==> src/rtl/fetch_queue.sv <==
// Circular FIFO between instruction fetch and decode: buffers {PC, instruction}
// pairs, back-pressures IF when full, and discards wrong-path entries on flush.
module fetch_queue #(
  parameter int WORD_LEN = 32,
  parameter int DEPTH    = 4,
  parameter int PTR_W    = 2,
  parameter int CNT_W    = 16
) (
  input  logic                clk,
  input  logic                rst,
  input  logic                flush,
  input  logic [WORD_LEN-1:0] ifPC,
  input  logic [WORD_LEN-1:0] ifInstruction,
  input  logic                idStall,
  output logic                freezeIF,
  output logic                idValid,
  output logic [WORD_LEN-1:0] idPC,
  output logic [WORD_LEN-1:0] idInstruction,
  output logic [PTR_W:0]      count,
  output logic [CNT_W-1:0]    fullCycles,
  output logic [CNT_W-1:0]    flushCount
);

  localparam logic [PTR_W:0] FULL_LEVEL = (PTR_W+1)'(DEPTH);

  logic [2*WORD_LEN-1:0] mem [DEPTH];
  logic [2*WORD_LEN-1:0] head_entry;
  logic [PTR_W-1:0]      head;
  logic [PTR_W-1:0]      tail;
  logic                  push;
  logic                  pop;

  // Freeze comes only from the registered occupancy, so IF never sees idStall or flush.
  assign freezeIF = (count == FULL_LEVEL);
  assign idValid  = (count != '0);
  assign push     = ~freezeIF & ~flush;
  assign pop      = idValid & ~idStall & ~flush;

  assign head_entry    = mem[head];
  assign idPC          = idValid ? head_entry[2*WORD_LEN-1:WORD_LEN] : '0;
  assign idInstruction = idValid ? head_entry[WORD_LEN-1:0] : '0;

  // Storage carries no reset; only entries below count are ever presented.
  always_ff @(posedge clk) begin
    if (push) begin
      mem[tail] <= {ifPC, ifInstruction};
    end
  end

  always_ff @(posedge clk or posedge rst) begin
    if (rst) begin
      head  <= '0;
      tail  <= '0;
      count <= '0;
    end else if (flush) begin
      head  <= '0;
      tail  <= '0;
      count <= '0;
    end else begin
      if (push) begin
        tail <= tail + 1'b1;
      end
      if (pop) begin
        head <= head + 1'b1;
      end
      case ({push, pop})
        2'b10:   count <= count + 1'b1;
        2'b01:   count <= count - 1'b1;
        default: count <= count;
      endcase
    end
  end

  // Both performance counters stick at all-ones until reset.
  always_ff @(posedge clk or posedge rst) begin
    if (rst) begin
      fullCycles <= '0;
      flushCount <= '0;
    end else begin
      if (freezeIF && (fullCycles != '1)) begin
        fullCycles <= fullCycles + 1'b1;
      end
      if (flush && (flushCount != '1)) begin
        flushCount <= flushCount + 1'b1;
      end
    end
  end

endmodule

==> config.mk <==
export PLATFORM = sky130hd
export DESIGN_NAME = fetch_queue
export DESIGN_NICKNAME = d
export VERILOG_FILES = /design/src/rtl/fetch_queue.sv
export SDC_FILE = /design/constraint.sdc
export NUM_CORES = 1
export LEC_CHECK = 0
export ABC_AREA = 1
export CELL_PAD_IN_SITES_DETAIL_PLACEMENT = 0
export CELL_PAD_IN_SITES_GLOBAL_PLACEMENT = 1
export CORE_MARGIN = 2
export CORE_UTILIZATION = 45
export CTS_CLUSTER_SIZE = 20
export DETAILED_ROUTE_END_ITERATION = 6
export GPL_TIMING_DRIVEN = 0
export HOLD_SLACK_MARGIN = 0.15
export PLACE_DENSITY = 0.92
export SLEW_MARGIN = 20
export SYNTH_ARGS = -nofsm -noshare
export SYNTH_HDL_FRONTEND = slang
export SYNTH_SLANG_ARGS = --single-unit
==> constraint.sdc <==
create_clock -name clk -period 7.15 [get_ports clk]
set_input_delay 0.715 -clock clk [delete_from_list [all_inputs] [get_ports clk]]
set_output_delay 0.715 -clock clk [all_outputs]
set_load 0.05 [all_outputs]
==> impl_metrics.tcl, run 1 <==
set metrics [dict create \
    outcome "completed" \
    hpwl_um 18780 \
    p_sw_share_pct 39.39 \
    p_sw_w 0.002550 \
    fin_crit_ps 3756 \
    synth_top_family_by_area "simple AND/OR/NAND/NOR gates" \
    worstPathMaxFanout 10 \
    die-area_um2 28750 \
    rsz0062_at_grt "no" \
    worst_pin_slew_ps 594.5 \
    drv_cap 0 \
    timing.final.crit_share_pct 52.54 \
    synth_compound_area_share_pct 8.694 \
    fin_tns_setup_ps 0 \
    cts_buffers 31 \
    wl_per_cell_um 17.04 \
    dieWidth_um 169.6 \
    vias_per_cell 5.156 \
    path_clk_slew_ps 60 \
    cp_data_required_time_ps 6430 \
    drt_pass1_iterations 5 \
    first_iter_violations 692 \
    r2r_cells 7 \
    synth_area_um2 12330 \
    rrSetupSlack_ps 4900 \
    syn_area_per_cell_um2 11.10 \
    hold_viol 0 \
    setup_viol 0 \
    yosys_warnings 0 \
    synth.top_cell.area_share_pct 62.33 \
    port_buffers 168 \
    synthCells 1111 \
    leakage_nw 5.769 \
    rows 60 \
    overflow 0 \
    final_max_slew_viol_count 0 \
    synth_cell_types 28 \
    hold_buffers 0 \
    skew_ps 8.553 \
    internal_power_w 0.003925 \
    path_class "flip-flop to output pin" \
    mappedNetlistNets 1185 \
    cts_sinks 295 \
    synth_seq_cells 295 \
    htree_levels 1 \
    synth-simple-area-share_pct 16.18 \
    r2r_start "count[2]" \
    seqCellArea_um2 8663 \
    drive_gt1_share_pct 9.044 \
    coreArea_um2 26950 \
    fin_nets 1399 \
    combPwrFrac_pct 40.1 \
    layout_common_cells "nor2_1, edfxtp_1, clkdlybuf4s50_1" \
    critPathLaunch "head[0]" \
    nFillCells 2134 \
    grt_pass1_vias 8620 \
    ir_worst_vdd_uv 228.3 \
    initial_core_util_pct 45.76 \
    ys_top_cells_by_area "edfxtp_1, nor2_1, dfrtp_1, o21ai_0, nand2_1" \
    cts_resized 0 \
    synth_mux_area_share_pct 0 \
    fin_ws_ps 3394 \
    grt_pass1_wl_um 44620 \
    yosysSeqAreaShare_pct 70.24 \
    drc_errors 0 \
    hold_slack_ps 443.7 \
    dp_slack_ps 3989 \
    clk_path_buf_depth 3 \
    hold_class "primary input to async pin" \
    powerDensity_nw_per_um2 407.6 \
    cts_tree "yes" \
    power_w 0.006475 \
    synthFlopType "edfxtp_1" \
    crit_arrival_ps 3040 \
    async_flop_share_pct 13.22 \
    via_count 8724 \
    final_common_cell "nor2_1" \
    track_usage_pct 19.86 \
    synthAdderAreaFrac_pct 0.6087 \
    synthToLayoutAreaGrowth_pct 28.80 \
    multi_input_area_um2 3296 \
    ioPinCount 169 \
    synth_edf_count 256 \
    cts-root-buf "clkbuf_16" \
    clkPwrFrac_pct 26.1 \
    yosysTopAreaCell "edfxtp_1" \
    fmax_mhz 266.2 \
    wirelength_um 28830 \
    worstSetupStartpointType "flip-flop" \
    synth_xor_area_share_pct 0.9942 \
    grt_max_degree 27 \
    gp_congestion 0.8235 \
    maxSlewHeadroom_pct 60.24 \
    post-cts-setup-buffers 0 \
    end_kind "output pin" \
    drtAntennaViolNets 0 \
    seq_power_share_pct 33.8 \
    fp.dieH_um 169.6 \
    antenna_found_initial 2 \
    insertion_delay_ps 550 \
]
[power by group through the flow]
stage          Clock (W)  Sequential (W)  Combinational, W
3_5_place_dp           0         0.00222           0.00261
6_report         0.00169         0.00219           0.00260
3_3_place_gp           0         0.00225           0.00251
5_1_grt          0.00178         0.00221           0.00277
4_1_cts          0.00171         0.00219           0.00262
2_1_floorplan          0         0.00232           0.00154
[metrics by stage]
step / utilization [%] / cells / area, um^2
3_3_place_gp: 53.58 / 1620 / 14440
6_report: 58.94 / 1692 / 15890
5_1_grt: 58.92 / 1690 / 15880
4_1_cts: 58.92 / 1690 / 15880
2_1_floorplan: - / 1111 / 12330
3_5_place_dp: 54.86 / 1633 / 14780
[kinds of logic after synthesis]
| kind of cell | Yosys count |
|---|---|
| buf+inv | 90 |
| xor+xnor | 14 |
| flops | 295 |
| fa+ha+maj | 6 |
| compound gates | 212 |
| simple gates | 494 |
[worst max-delay path, cell delays in order (launching register included)]
cell and delay [ps]:
dfrtp_1 420, inv_2 70, buf_2 250, clkbuf_1 380
o21ai_0 180, a21oi_1 320, clkdlybuf4s50_1 870
[cell usage after synthesis, drive strengths merged (2+ instances only)]
cell,n
nor2,299
edfxtp,256
nand2,168
o21ai,146
a21oi,66
dfrtp,39
inv,38
buf,35
clkbuf,16
nand3,13
nand4,13
xnor2,12
ha,6
xor2,2
[layout make-up]
type	count	area share (%)
repair buffers	181	12.56
plain buffers	51	1.599
clock buffers	34	4.954
inverters	39	0.9452
well taps	341	2.686
diodes	2	0.03151
multi-input cells	726	20.75
clock inverters	23	1.945
flip-flops and latches	295	54.54
[final timing paths]
check	to
worst min-delay path	flushCount[0]
min in group clk	flushCount[1]
worst max register to register	mem[1][3]
max in group asynchronous	flushCount[2]
worst min register to register	flushCount[1]
worst max-delay path	idPC[2]
[flip-flops by register name, indices dropped and copies added (netlist names)]
signal      flops
fullCycles     16
head            2
flushCount     16
tail            2
count           3
mem           256
[routing by layer]
layer | track usage [%] | vias up | wire length, um
li1 | - | 4245 | -
met1 | 25.84 | 4131 | 12270
met2 | 33.13 | 289 | 13670
met3 | 4.594 | 59 | 2177
met4 | 6.540 | 0 | 716
met5 | 0 | - | 0
(Power assumes the default switching activity.)
==> run 2, diff against run 1 <==
--- a/config.mk
+++ b/config.mk
@@ -9,12 +9,12 @@
 export CELL_PAD_IN_SITES_DETAIL_PLACEMENT = 0
 export CELL_PAD_IN_SITES_GLOBAL_PLACEMENT = 1
 export CORE_MARGIN = 2
-export CORE_UTILIZATION = 45
+export CORE_UTILIZATION = 39
 export CTS_CLUSTER_SIZE = 20
 export DETAILED_ROUTE_END_ITERATION = 6
 export GPL_TIMING_DRIVEN = 0
 export HOLD_SLACK_MARGIN = 0.15
-export PLACE_DENSITY = 0.92
+export PLACE_DENSITY = 0.86
 export SLEW_MARGIN = 20
 export SYNTH_ARGS = -nofsm -noshare
 export SYNTH_HDL_FRONTEND = slang
==> constraint.sdc (replaced) <==
create_clock -name clk -period 3.4 [get_ports clk]
set_input_delay 0.34 -clock clk [delete_from_list [all_inputs] [get_ports clk]]
set_output_delay 0.34 -clock clk [all_outputs]
set_load 0.05 [all_outputs]
==> run 2 against run 1 <==
Effect of this change:
- clock-buffer cell count grew 12
- critical path depth unchanged
- via count rose by 1.4%
- power up 110%
- final cell count increased by 3.7%
- first-iteration DRC count down 17%
- routed wire length up 5.7%
- non-clock buffer count did not move
- cell area grew 1.0%
==> impl_metrics.tcl, run 2 (synthesis results as in run 1) <==
set metrics [dict create \
    grt_pass1_wl_um 47770 \
    antenna_cells 0 \
    layout.cells.non_filler 1755 \
    internal_power_w 0.008274 \
    rrSetupSlack_ps 990 \
    dieWidth_um 181.8 \
    hold_class "primary input to flip-flop" \
    drv_cap 0 \
    nFillCells 2697 \
    timing.final.crit_share_pct 97.15 \
    combPwrFrac_pct 40.0 \
    fin_area_um2 16050 \
    worst_pin_slew_ps 624.5 \
    powerDensity_nw_per_um2 853.5 \
    track_usage_pct 18.56 \
    largest-register "mem" \
    skew_ps 25.05 \
    seq_power_share_pct 33.6 \
    die-area_um2 33060 \
    via_count 8842 \
    ioPinCount 169 \
    outcome "completed" \
    cts_buffers 34 \
    end_kind "output pin" \
    grt_max_degree 27 \
    fmax_mhz 302.8 \
    grt_util_met2_pct 30.74 \
    path_clk_slew_ps 60 \
    place_inst 1694 \
    worstSetupStartpointType "flip-flop" \
    coreArea_um2 31310 \
    maxSlewHeadroom_pct 58.37 \
    largestRegisters "mem: 256 flops, flushCount: 16 flops, fullCycles: 16 flops" \
    dpl_cell_area_um2 14870 \
    fin_nets 1402 \
    leakage_nw 6.072 \
    met3_usage_pct 3.931 \
    drt_pass1_iterations 5 \
    initial_core_util_pct 39.39 \
    wirelength_um 30490 \
    hold_viol 0 \
    cts-root-buf "clkbuf_16" \
    vias_per_cell 5.038 \
    first_iter_violations 576 \
    drtAntennaViolNets 0 \
    busiest_layer "met2" \
    layout_common_cells "nor2_1, edfxtp_1, nand2_1" \
    gp_congestion 0.7985 \
    path_class "flip-flop to output pin" \
    cts_sinks 295 \
    clkPwrFrac_pct 26.4 \
    overflow 0 \
    rows 65 \
    grt_pass1_vias 8780 \
    rsz0062_at_grt "no" \
    htree_levels 2 \
    wl_per_cell_um 17.37 \
    post-cts-setup-buffers 0 \
    use_met1_pct 24.44 \
    crit_arrival_ps 2960 \
    clk_path_buf_depth 3 \
    p_sw_w 0.005423 \
    worstPathMaxFanout 10 \
    largest_register_ffs 256 \
    cts_tree "yes" \
    synthToLayoutAreaGrowth_pct 30.12 \
    ir_worst_vdd_uv 525.1 \
    p_sw_share_pct 39.59 \
    drc_errors 0 \
    cp_data_required_time_ps 3060 \
    final_max_slew_viol_count 0 \
    fin_crit_ps 3303 \
    port_buffers 168 \
    drive_gt1_share_pct 9.091 \
    fp.dieH_um 181.8 \
    final_common_cell "nor2_1" \
    hpwl_um 19900 \
    insertion_delay_ps 510 \
    antenna_found_initial 2 \
    setup_viol 0 \
]
==> run 2: cell types whose count changed in the layout (fill, tap and decap cells not counted), sizes merged <==
cell,delta
clkdlybuf4s50,-18
dlymetal6s2s,+18
clkbuf,+11
clkinvlp,-5
bufinv,-4
clkinv,+3
diode,-2
inv,-2
dlygate4sd3,+1
==> run 2: critical path: stages, from the launching register on <==
cell,delay (ps)
dfrtp_1,420
inv_2,70
buf_2,270
clkbuf_1,420
o21ai_0,170
a21oi_1,250
clkdlybuf4s50_1,850
==> run 2: cell type report <==
cell class	count	area [um^2]	area share, %
sequential	295	8663	53.98
multi-input combinational	726	3296	20.54
timing repair buffer	182	2057	12.82
clock buffer	46	969.7	6.042
tap	402	503.0	3.134
buffer	50	255.2	1.591
clock inverter	15	153.9	0.9590
inverter	39	150.1	0.9356
==> run 2: per-stage QoR <==
stage          setup slack, ps  hold WS, ps  TNS (ps)  utilization, %  power [W]
2_1_floorplan            -1060        413.5   -271310               -   0.008125
3_3_place_gp             -3208        532.4   -807980           46.37    0.01005
3_5_place_dp             488.3        540.0         0           47.48    0.01020
4_1_cts                  10.93        445.7         0           51.11    0.01383
5_1_grt                  2.609        455.5         0           51.25    0.01430
6_report                 97.01        472.2         0           51.25    0.01370
==> run 2: layer usage <==
layer  vias to the layer above  share of wire, %
met4                         4               2.4
met5                         -             0.098
met2                       274                48
met3                        57               6.2
li1                       4252                 -
met1                      4255                43
==> run 2: repair_timing <==
action | CTS | global route
gates cloned | 0 | 0
hold buffers | 1 | 0
hold endpoints to repair | 13 | 0
endpoints found under the setup margin | 7 | 33
resized for setup | 1 | 24
pin swaps | 0 | 0
==> run 2: worst paths after layout <==
path / from / endpoint / depth (start not counted)
worst min-delay path: ifPC[29] / mem[2][61] / 1
worst min register to register: flushCount[1] / flushCount[1] / 2
max in group asynchronous: rst / fullCycles[8] / 4
worst max-delay path: head[0] / idInstruction[12] / 6
min in group asynchronous: rst / count[2] / 3
worst max register to register: count[0] / mem[3][4] / 9
==> run 2: power groups by stage <==
| stage | registers (W) | logic (W) | clock network, W |
|---|---|---|---|
| CTS | 0.00460 | 0.00555 | 0.00367 |
| detailed placement | 0.00467 | 0.00553 | 0 |
| floorplan | 0.00489 | 0.00324 | 0 |
| finish | 0.00460 | 0.00548 | 0.00361 |
| global placement | 0.00474 | 0.00532 | 0 |
| global route | 0.00464 | 0.00582 | 0.00384 |
